**src/rtl/wb_upsizer.sv**
```systemverilog
// wb_upsizer: pipelined Wishbone bus-width upsizer.
// A narrow DWIN-bit slave port drives a wide DWOUT-bit master port. Each
// slave word is placed in the lane chosen by the low address bits. The lane
// of every outstanding request is queued, so the matching sub-word of the
// wide read data can be returned on the slave acknowledge.
//
// Ports
//   i_clk, i_reset_n                system clock, async active-low reset
//   i_s_cyc/stb/we/addr/data/sel    narrow slave request
//   o_s_stall/ack/data/err          narrow slave response
//   o_m_cyc/stb/we/addr/data/sel    wide master request (registered)
//   i_m_ack/stall/err/data          wide master response
//
// LGFIFO must be at least 1.
module wb_upsizer #(
  parameter int AWIN              = 30,
  parameter int DWIN              = 32,
  parameter int DWOUT             = 128,
  parameter int LGFIFO            = 5,
  parameter int OPT_LITTLE_ENDIAN = 0
) (
  input  logic                                     i_clk,
  input  logic                                     i_reset_n,
  input  logic                                     i_s_cyc,
  input  logic                                     i_s_stb,
  input  logic                                     i_s_we,
  input  logic [AWIN-1:0]                          i_s_addr,
  input  logic [DWIN-1:0]                          i_s_data,
  input  logic [DWIN/8-1:0]                        i_s_sel,
  output logic                                     o_s_stall,
  output logic                                     o_s_ack,
  output logic [DWIN-1:0]                          o_s_data,
  output logic                                     o_s_err,
  output logic                                     o_m_cyc,
  output logic                                     o_m_stb,
  output logic                                     o_m_we,
  output logic [AWIN-$clog2(DWOUT/DWIN)-1:0]       o_m_addr,
  output logic [DWOUT-1:0]                         o_m_data,
  output logic [DWOUT/8-1:0]                       o_m_sel,
  input  logic                                     i_m_ack,
  input  logic                                     i_m_stall,
  input  logic                                     i_m_err,
  input  logic [DWOUT-1:0]                         i_m_data
);

  localparam int R     = DWOUT / DWIN;
  localparam int LGR   = $clog2(R);
  localparam int AWOUT = AWIN - LGR;
  localparam int LW    = (LGR > 0) ? LGR : 1;
  localparam int SW    = DWIN / 8;
  localparam int SWOUT = DWOUT / 8;
  localparam int DEPTH = 1 << LGFIFO;

  // Bit offset of lane j inside the wide word.
  function automatic int lane_bit(input int j);
    return (OPT_LITTLE_ENDIAN != 0) ? j * DWIN : (R - 1 - j) * DWIN;
  endfunction

  logic [LW-1:0]    lane_in;
  logic [LW-1:0]    rd_lane;
  logic [DWOUT-1:0] wide_data;
  logic [SWOUT-1:0] wide_sel;
  logic [DWIN-1:0]  rd_word;

  // With a ratio of 1 there are no lane bits; everything sits in lane 0.
  generate
    if (LGR > 0) begin : g_lane
      assign lane_in = i_s_addr[LW-1:0];
    end else begin : g_no_lane
      assign lane_in = '0;
    end
  endgenerate

  always_comb begin
    wide_data = '0;
    wide_sel  = '0;
    for (int j = 0; j < R; j++) begin
      if (lane_in == LW'(j)) begin
        wide_data[lane_bit(j) +: DWIN] = i_s_data;
        wide_sel[lane_bit(j)/8 +: SW]  = i_s_sel;
      end
    end
  end

  always_comb begin
    rd_word = '0;
    for (int j = 0; j < R; j++) begin
      if (rd_lane == LW'(j)) begin
        rd_word = i_m_data[lane_bit(j) +: DWIN];
      end
    end
  end

  // Return-lane FIFO, one entry per request accepted but not yet acked.
  logic [LW-1:0]   lane_mem [DEPTH];
  logic [LGFIFO:0] wr_ptr, rd_ptr;
  logic            fifo_empty, fifo_full;

  assign fifo_empty = (wr_ptr == rd_ptr);
  assign fifo_full  = (wr_ptr[LGFIFO] != rd_ptr[LGFIFO]) &&
                      (wr_ptr[LGFIFO-1:0] == rd_ptr[LGFIFO-1:0]);
  assign rd_lane    = lane_mem[rd_ptr[LGFIFO-1:0]];

  // One-entry skid buffer, holding an already-widened request.
  logic             skid_valid;
  logic             skid_we;
  logic [AWOUT-1:0] skid_addr;
  logic [DWOUT-1:0] skid_data;
  logic [SWOUT-1:0] skid_sel;

  logic accept, bus_err, flush, ack_pop, m_free;

  assign o_s_stall = skid_valid || fifo_full;
  assign accept    = i_s_stb && i_s_cyc && !o_s_stall && !o_s_err;
  assign bus_err   = o_m_cyc && i_m_err;
  // Abort and bus error both discard everything in flight.
  assign flush     = !i_s_cyc || bus_err;
  assign ack_pop   = i_m_ack && !fifo_empty && !flush;
  // Output register can take a new request this cycle.
  assign m_free    = !o_m_stb || !i_m_stall;

  always_ff @(posedge i_clk or negedge i_reset_n) begin
    if (!i_reset_n) begin
      o_m_cyc    <= 1'b0;
      o_m_stb    <= 1'b0;
      o_m_we     <= 1'b0;
      o_m_addr   <= '0;
      o_m_data   <= '0;
      o_m_sel    <= '0;
      skid_valid <= 1'b0;
      skid_we    <= 1'b0;
      skid_addr  <= '0;
      skid_data  <= '0;
      skid_sel   <= '0;
    end else begin
      o_m_cyc <= i_s_cyc && !o_s_err && !bus_err;
      if (flush) begin
        o_m_stb    <= 1'b0;
        skid_valid <= 1'b0;
      end else if (m_free) begin
        // A full skid stalls the slave, so accept cannot coincide with it.
        if (skid_valid) begin
          o_m_stb    <= 1'b1;
          o_m_we     <= skid_we;
          o_m_addr   <= skid_addr;
          o_m_data   <= skid_data;
          o_m_sel    <= skid_sel;
          skid_valid <= 1'b0;
        end else if (accept) begin
          o_m_stb  <= 1'b1;
          o_m_we   <= i_s_we;
          o_m_addr <= i_s_addr[AWIN-1:LGR];
          o_m_data <= wide_data;
          o_m_sel  <= wide_sel;
        end else begin
          o_m_stb <= 1'b0;
        end
      end else if (accept) begin
        skid_valid <= 1'b1;
        skid_we    <= i_s_we;
        skid_addr  <= i_s_addr[AWIN-1:LGR];
        skid_data  <= wide_data;
        skid_sel   <= wide_sel;
      end
    end
  end

  always_ff @(posedge i_clk or negedge i_reset_n) begin
    if (!i_reset_n) begin
      wr_ptr <= '0;
      rd_ptr <= '0;
    end else if (flush) begin
      wr_ptr <= '0;
      rd_ptr <= '0;
    end else begin
      if (accept)  wr_ptr <= wr_ptr + (LGFIFO+1)'(1);
      if (ack_pop) rd_ptr <= rd_ptr + (LGFIFO+1)'(1);
    end
  end

  always_ff @(posedge i_clk) begin
    if (accept && !flush) lane_mem[wr_ptr[LGFIFO-1:0]] <= lane_in;
  end

  always_ff @(posedge i_clk or negedge i_reset_n) begin
    if (!i_reset_n) begin
      o_s_ack  <= 1'b0;
      o_s_err  <= 1'b0;
      o_s_data <= '0;
    end else begin
      o_s_ack <= ack_pop;
      o_s_err <= i_s_cyc && bus_err;
      if (ack_pop) o_s_data <= rd_word;
    end
  end

endmodule

```
**config.mk**
```make
export PLATFORM = sky130hd
export DESIGN_NAME = wb_upsizer
export DESIGN_NICKNAME = d
export VERILOG_FILES = /design/src/rtl/wb_upsizer.sv
export SDC_FILE = /design/constraint.sdc
export NUM_CORES = 1
export LEC_CHECK = 0
export CAP_MARGIN = 15
export CORE_MARGIN = 5
export CORE_UTILIZATION = 35
export DETAILED_ROUTE_END_ITERATION = 6
export MAX_ROUTING_LAYER = met4
export SETUP_SLACK_MARGIN = 0.15
export SLEW_MARGIN = 10
export SYNTH_ARGS = -nofsm -noshare
export SYNTH_HDL_FRONTEND = slang
export SYNTH_SLANG_ARGS = --single-unit
```
**constraint.sdc**
```tcl
create_clock -name i_clk -period 5.3 [get_ports i_clk]
set_input_delay 1.59 -clock i_clk [delete_from_list [all_inputs] [get_ports i_clk]]
set_output_delay 1.59 -clock i_clk [all_outputs]
set_load 0.02 [all_outputs]
```
-- Word level (Yosys, flattened, before mapping)
Memory sizes are Yosys's and may differ from the RTL's.
Index checks and enable logic that the tools add are counted.
- memories: 1
- output and inout port bits: 210
- register bits: 395
- bits of input ports: 202
- RAM bits: 64
- word-level logic and storage cells: 94
- $add $sub $neg: 2
- bitwise logic cells: 2
- mux-type cells: 33
- equality and inequality tests: 9
- reductions and logical operators: 31
- memories (memory ; depth ; width ; rd ports ; clocked after Yosys merged registers in ; write ports ; RTL line ; RTL):
    lane_mem ; 32 ; 2 ; 1 ; 0 ; 1 ; 95 ; logic [LW-1:0] lane_mem [DEPTH];
- operators by type and width (kind ; number):
    $mux W128 ; 2
    $mux W32 ; 8
    $mux W28 ; 2
    $mux W16 ; 2
    $mux W6 ; 4
    $mux W4 ; 4
    $add A6 B1 Y6 const B ; 2
    $logic_and A1 B1 Y1 ; 11
    $mux W1 ; 11
    $eq A2 B2 Y1 const B ; 4
    $logic_not A1 Y1 ; 8
    $reduce_bool A2 Y1 ; 4
    $eq A6 B6 Y1 ; 1
    $reduce_and A3 Y1 ; 2
    $eq A5 B5 Y1 ; 1
    $eq A2 B1 Y1 const B ; 2
    $logic_not A2 Y1 ; 2
    $logic_or A1 B1 Y1 ; 3
    $reduce_bool A3 Y1 ; 1
    $not A1 Y1 ; 2
    $ne A1 B1 Y1 ; 1

-- Logic depth before layout (Yosys ltp)
- word-level depth: 10
- depth in mapped cells: 11
- gate-level depth less buffers: 7

-- Least setup slack after synthesis
OpenSTA, ideal clock, no wires.
- path type: input -> register
- start: input i_m_err
- end: register o_s_data[10]
- path slack: 2.000 ns
- required time: 5.181 ns
- stages on the path: 8
- buffers on the path: 1
- data arrival time: 3.181 ns
- setup time: 0.119 ns
- cells stage by stage: nand2_1 -> nand2_1 -> a311oi_4 -> o21ai_1 -> o32ai_2 -> buf_6 -> a221oi_2 -> o21a_1
- cells in the longest elaborated chain, start to end: 4
- ends and longest elaborated chain (what ; RTL line ; RTL):
    start: declaration ; 42 ; input logic i_m_err,
    $logic_and A1 B1 Y1 ; 115 ; assign bus_err = o_m_cyc && i_m_err;
    $logic_or A1 B1 Y1 ; 117 ; assign flush = !i_s_cyc || bus_err;
    $logic_not A1 Y1 ; 118 ; assign ack_pop = i_m_ack && !fifo_empty && !flush;
    $logic_and A1 B1 Y1 ; 118 ;
    end signal: assignment ; 193 ; if (ack_pop) o_s_data <= rd_word;
    end: declaration ; 32 ; output logic [DWIN-1:0] o_s_data,
No other way between the ends.
A chain may end at the register's enable or synchronous reset.

-- Worst setup path after layout
- start: register rd_ptr[2]
- end: output o_s_stall
- cells in the longest elaborated chain, start to end: 3
- ends and longest elaborated chain (what ; RTL line ; RTL):
    start: declaration ; 96 ; logic [LGFIFO:0] wr_ptr, rd_ptr;
    start signal: assignment ; 177 ; if (ack_pop) rd_ptr <= rd_ptr + (LGFIFO+1)'(1);
    $eq A5 B5 Y1 ; 101 ; (wr_ptr[LGFIFO-1:0] == rd_ptr[LGFIFO-1:0]);
    $logic_and A1 B1 Y1 ; 100 ; assign fifo_full = (wr_ptr[LGFIFO] != rd_ptr[LGFIFO]) &&
    $logic_or A1 B1 Y1 ; 113 ; assign o_s_stall = skid_valid || fifo_full;
    end: declaration ; 30 ; output logic o_s_stall,
No other way between the ends.

==> impl_results.md <==
- Vias: 16.1k
- Share of layout cells above drive strength 1: 8.64%
- Root Driver: clkbuf_16
- WP data required: 3.71 ns
- HPWL Detailed: 41.5 mm
- Via-to-Cell Ratio: 4.99
- Fin crit period: 4.34 ns
- DRC viols: 0
- Port bufs: 411
- Fin crit share: 82.0%
- Setup TNS: 0 ns
- Yosys top cell by area: dfrtp_1
- Global Route Usage Sum: 19.3%
- Worst r2r src: rd_ptr[2]
- CP arrival: 2.75 ns
- Worst path max stage delay: 0.73 ns
- Crit path to: o_s_stall
- Worst setup startpoint: rd_ptr[2]
- Post-CTS resize count: 0
- Worst Hold Class: reg2reg
- Peak supply drop: 0.265 mV
- R2R Setup Slk: 2.05 ns
- Clk sinks: 459
- TritonCTS Buffers: 52
- Seq/Total Area, Yosys: 57.9%
- WP depth: 4
- Clock buffer depth: 3
- Net Count, Synth: 2,288
- RSZ-0062 raised after global routing: no
- Crit path buf inv count: 1
- Wire per inst: 19.0 um
- Synth top area cells: dfrtp_1 49%, edfxtp_1 9.4%, nand2_1 8.8%
- Post-synth EDFFs: 64
- Fin util: 46.7%
- Hold_sp: o_s_err
- Pwr dens: 375 mW/mm^2
- Number of global-route vias before repair: 16.2k
- CTS Hold Bufs: 0
- Chip height: 251 um
- Crit Path Max Fanout: 16
- Initial DRC Count: 1,140
- Fmax achieved: 230 MHz
- Synthesized cell area: 0.0204 mm^2
- Core area: 0.0577 mm^2
- Gr ovfl total: 0
- Synthesized flop and latch total: 459
- Antenna Nets Post-Route: 0
- P&R area growth vs syn: 32.2%
- Clock slew at reported path FFs: 0.06 ns
- Site Rows: 88
- Clock skew: 0.0246 ns
- Max Cap Viol: 0
- Die Area: 0.0631 mm^2
- Worst slew pin tran: 1.15 ns
- Crit-path cells: xor2_1, nor3_2, a31o_2, clkdlybuf4s50_1
- LEAKAGE: 0.0114 uW
- First-pass GRT wire length: 94.6 mm
- H-tree levels: 2
- Syn Inst Count: 2,081
- CTS tree: yes
- Largest net degree at the start of global routing: 115
- Hold Fails Final Rpt: 0
- Post-CTS Repair Setup Buffers: 0
- DRT Wirelength: 61.2 mm
- Drt pass-1 iters: 5
- Antenna violations before repair: 2
- Critical path launch point type: flop
- Yosys cell types: 54
- Fill cells: 5,358
- Ys async rst share: 86.1%
- Final setup vio count: 0
- CP max stage cell: dfrtp_1
- GPL Wtd Cong: 0.887
- CP Capture Type: output port
- Die width: 251 um
- Clk Latency, worst-skew pair: 0.60 ns
- IO Count: 412
- R2R cell count: 7
- Initial Util: 35.3%
- Max-slew headroom: 23.3%
- Syn avg cell area: 9.79 um^2
- Synth warn: 0
- Flip-flop cell with the highest count after synthesis: dfrtp_1
- WS Path Type: reg2out
- Cell family with most CP delay: flip-flops
- Nets: 2,629
- Area share of the largest cell type after synthesis: 48.5%
- Reg2reg end: o_s_data[23]
- Status: completed
- Final Slew Violations: 0
## synthesized netlist by cell type, types with 32 or more instances
cell	instances
buf_2	41
o21a_1	32
o21ai_1	116
a21oi_1	146
nor2_1	230
nand2_1	475
inv_1	37
dfrtp_1	395
clkbuf_1	89
mux2_2	35
mux2i_1	63
edfxtp_1	64
o21ai_0	207
## metal layers
| layer | part of all wire [%] | up-vias | wire length (um) | GRT usage [%] |
|---|---|---|---|---|
| li1 | - | 7740 | - | - |
| met4 | 3.3 | 0 | 1990 | 6.75 |
| met3 | 7.8 | 106 | 4790 | 4.93 |
| met1 | 42 | 7737 | 25600 | 24.5 |
| met2 | 47 | 530 | 28800 | 30.3 |
| met5 | 0 | - | 0 | - |
## kinds of logic after synthesis
family	share of synthesized area [%]
mux	6.48
buf+inv	4.43
xor+xnor	0.688
compound gates	16.0
fa+ha+maj	0.307
simple gates	14.2
flops	57.9
## registers in the layout, indices dropped and copies added (netlist names)
register,count
skid_we,1
o_s_data,32
skid_valid,1
skid_addr,28
rd_ptr,6
o_m_data,128
o_m_cyc,1
skid_sel,16
o_s_ack,1
o_m_we,1
o_m_stb,1
o_m_addr,28
skid_data,128
o_s_err,1
lane_mem,64
wr_ptr,6
o_m_sel,16
## worst register-to-register path: stages, from the launching register on
cell	delay (ns)
dfrtp_1	0.73
nand2_1	0.34
o22ai_1	0.33
nor2_1	0.10
mux4_2	0.88
mux2i_1	0.52
a221oi_2	0.10
o21a_1	0.14
## area by class of cell
class / instances / area, um^2 / area share (%)
Antenna cell: 1 / 2.50 / 0.00929
Clock buffer: 73 / 1530 / 5.69
Clock inverter: 23 / 327 / 1.21
Inverter: 37 / 139 / 0.516
Multi-Input combinational cell: 1432 / 7720 / 28.7
Sequential cell: 459 / 11800 / 43.9
Tap cell: 765 / 957 / 3.55
Timing Repair Buffer: 440 / 4440 / 16.5
## how the worst min path moves through the flow
stage | slack [ns] | cells past startpoint | endpoint
final | 0.44 | 1 | o_m_cyc
after global routing | 0.45 | 1 | o_m_cyc
after CTS | 0.44 | 1 | o_m_cyc
after detailed placement | 0.44 | 1 | o_m_cyc
after global placement | 0.45 | 1 | o_m_cyc
after floorplan | 0.45 | 2 | skid_data[0]
## where the power goes
part / total [uW] / internal, uW / switching [uW]
Combinational: 2060 / 986 / 1080
Clock: 3860 / 2360 / 1500
Sequential: 4170 / 3940 / 228
Total: 10100 / 7290 / 2800
## cell usage in the layout, fill, tap and decap left out, types with 3 or more instances in the layout
cell and count:
nand2_1 475, xnor2_1 7, o21a_1 32, dfrtp_1 394
clkbuf_16 53, a21oi_1 146, nor3_1 5, clkbuf_8 13
xor2_1 9, clkbuf_1 7, clkinv_2 9, nand2b_1 4
nand3b_1 4, mux2_2 35, o21ai_1 116, o21ai_0 207
nand4_1 3, bufinv_16 7, mux2_1 7, buf_12 8
edfxtp_1 64, clkdlybuf4s50_1 410, buf_4 21, mux4_2 9
o22ai_1 7, inv_1 37, a221oi_2 30, nor2_1 229
mux2i_1 63, ha_1 5
## per-stage QoR
step	hold slack, ns	cells	worst slack [ns]	instance area, um^2	power, uW
finish	0.440	3230	0.956	26900	10100
floorplan	0.450	2081	2.00	20400	5200
detailed placement	0.440	3133	0.877	25100	6320
global route	0.447	3230	0.777	26900	10500
CTS	0.436	3229	0.884	26900	10200
global placement	0.450	3133	0.928	25100	6270
Note: power is estimated with default switching activity, not from simulation.
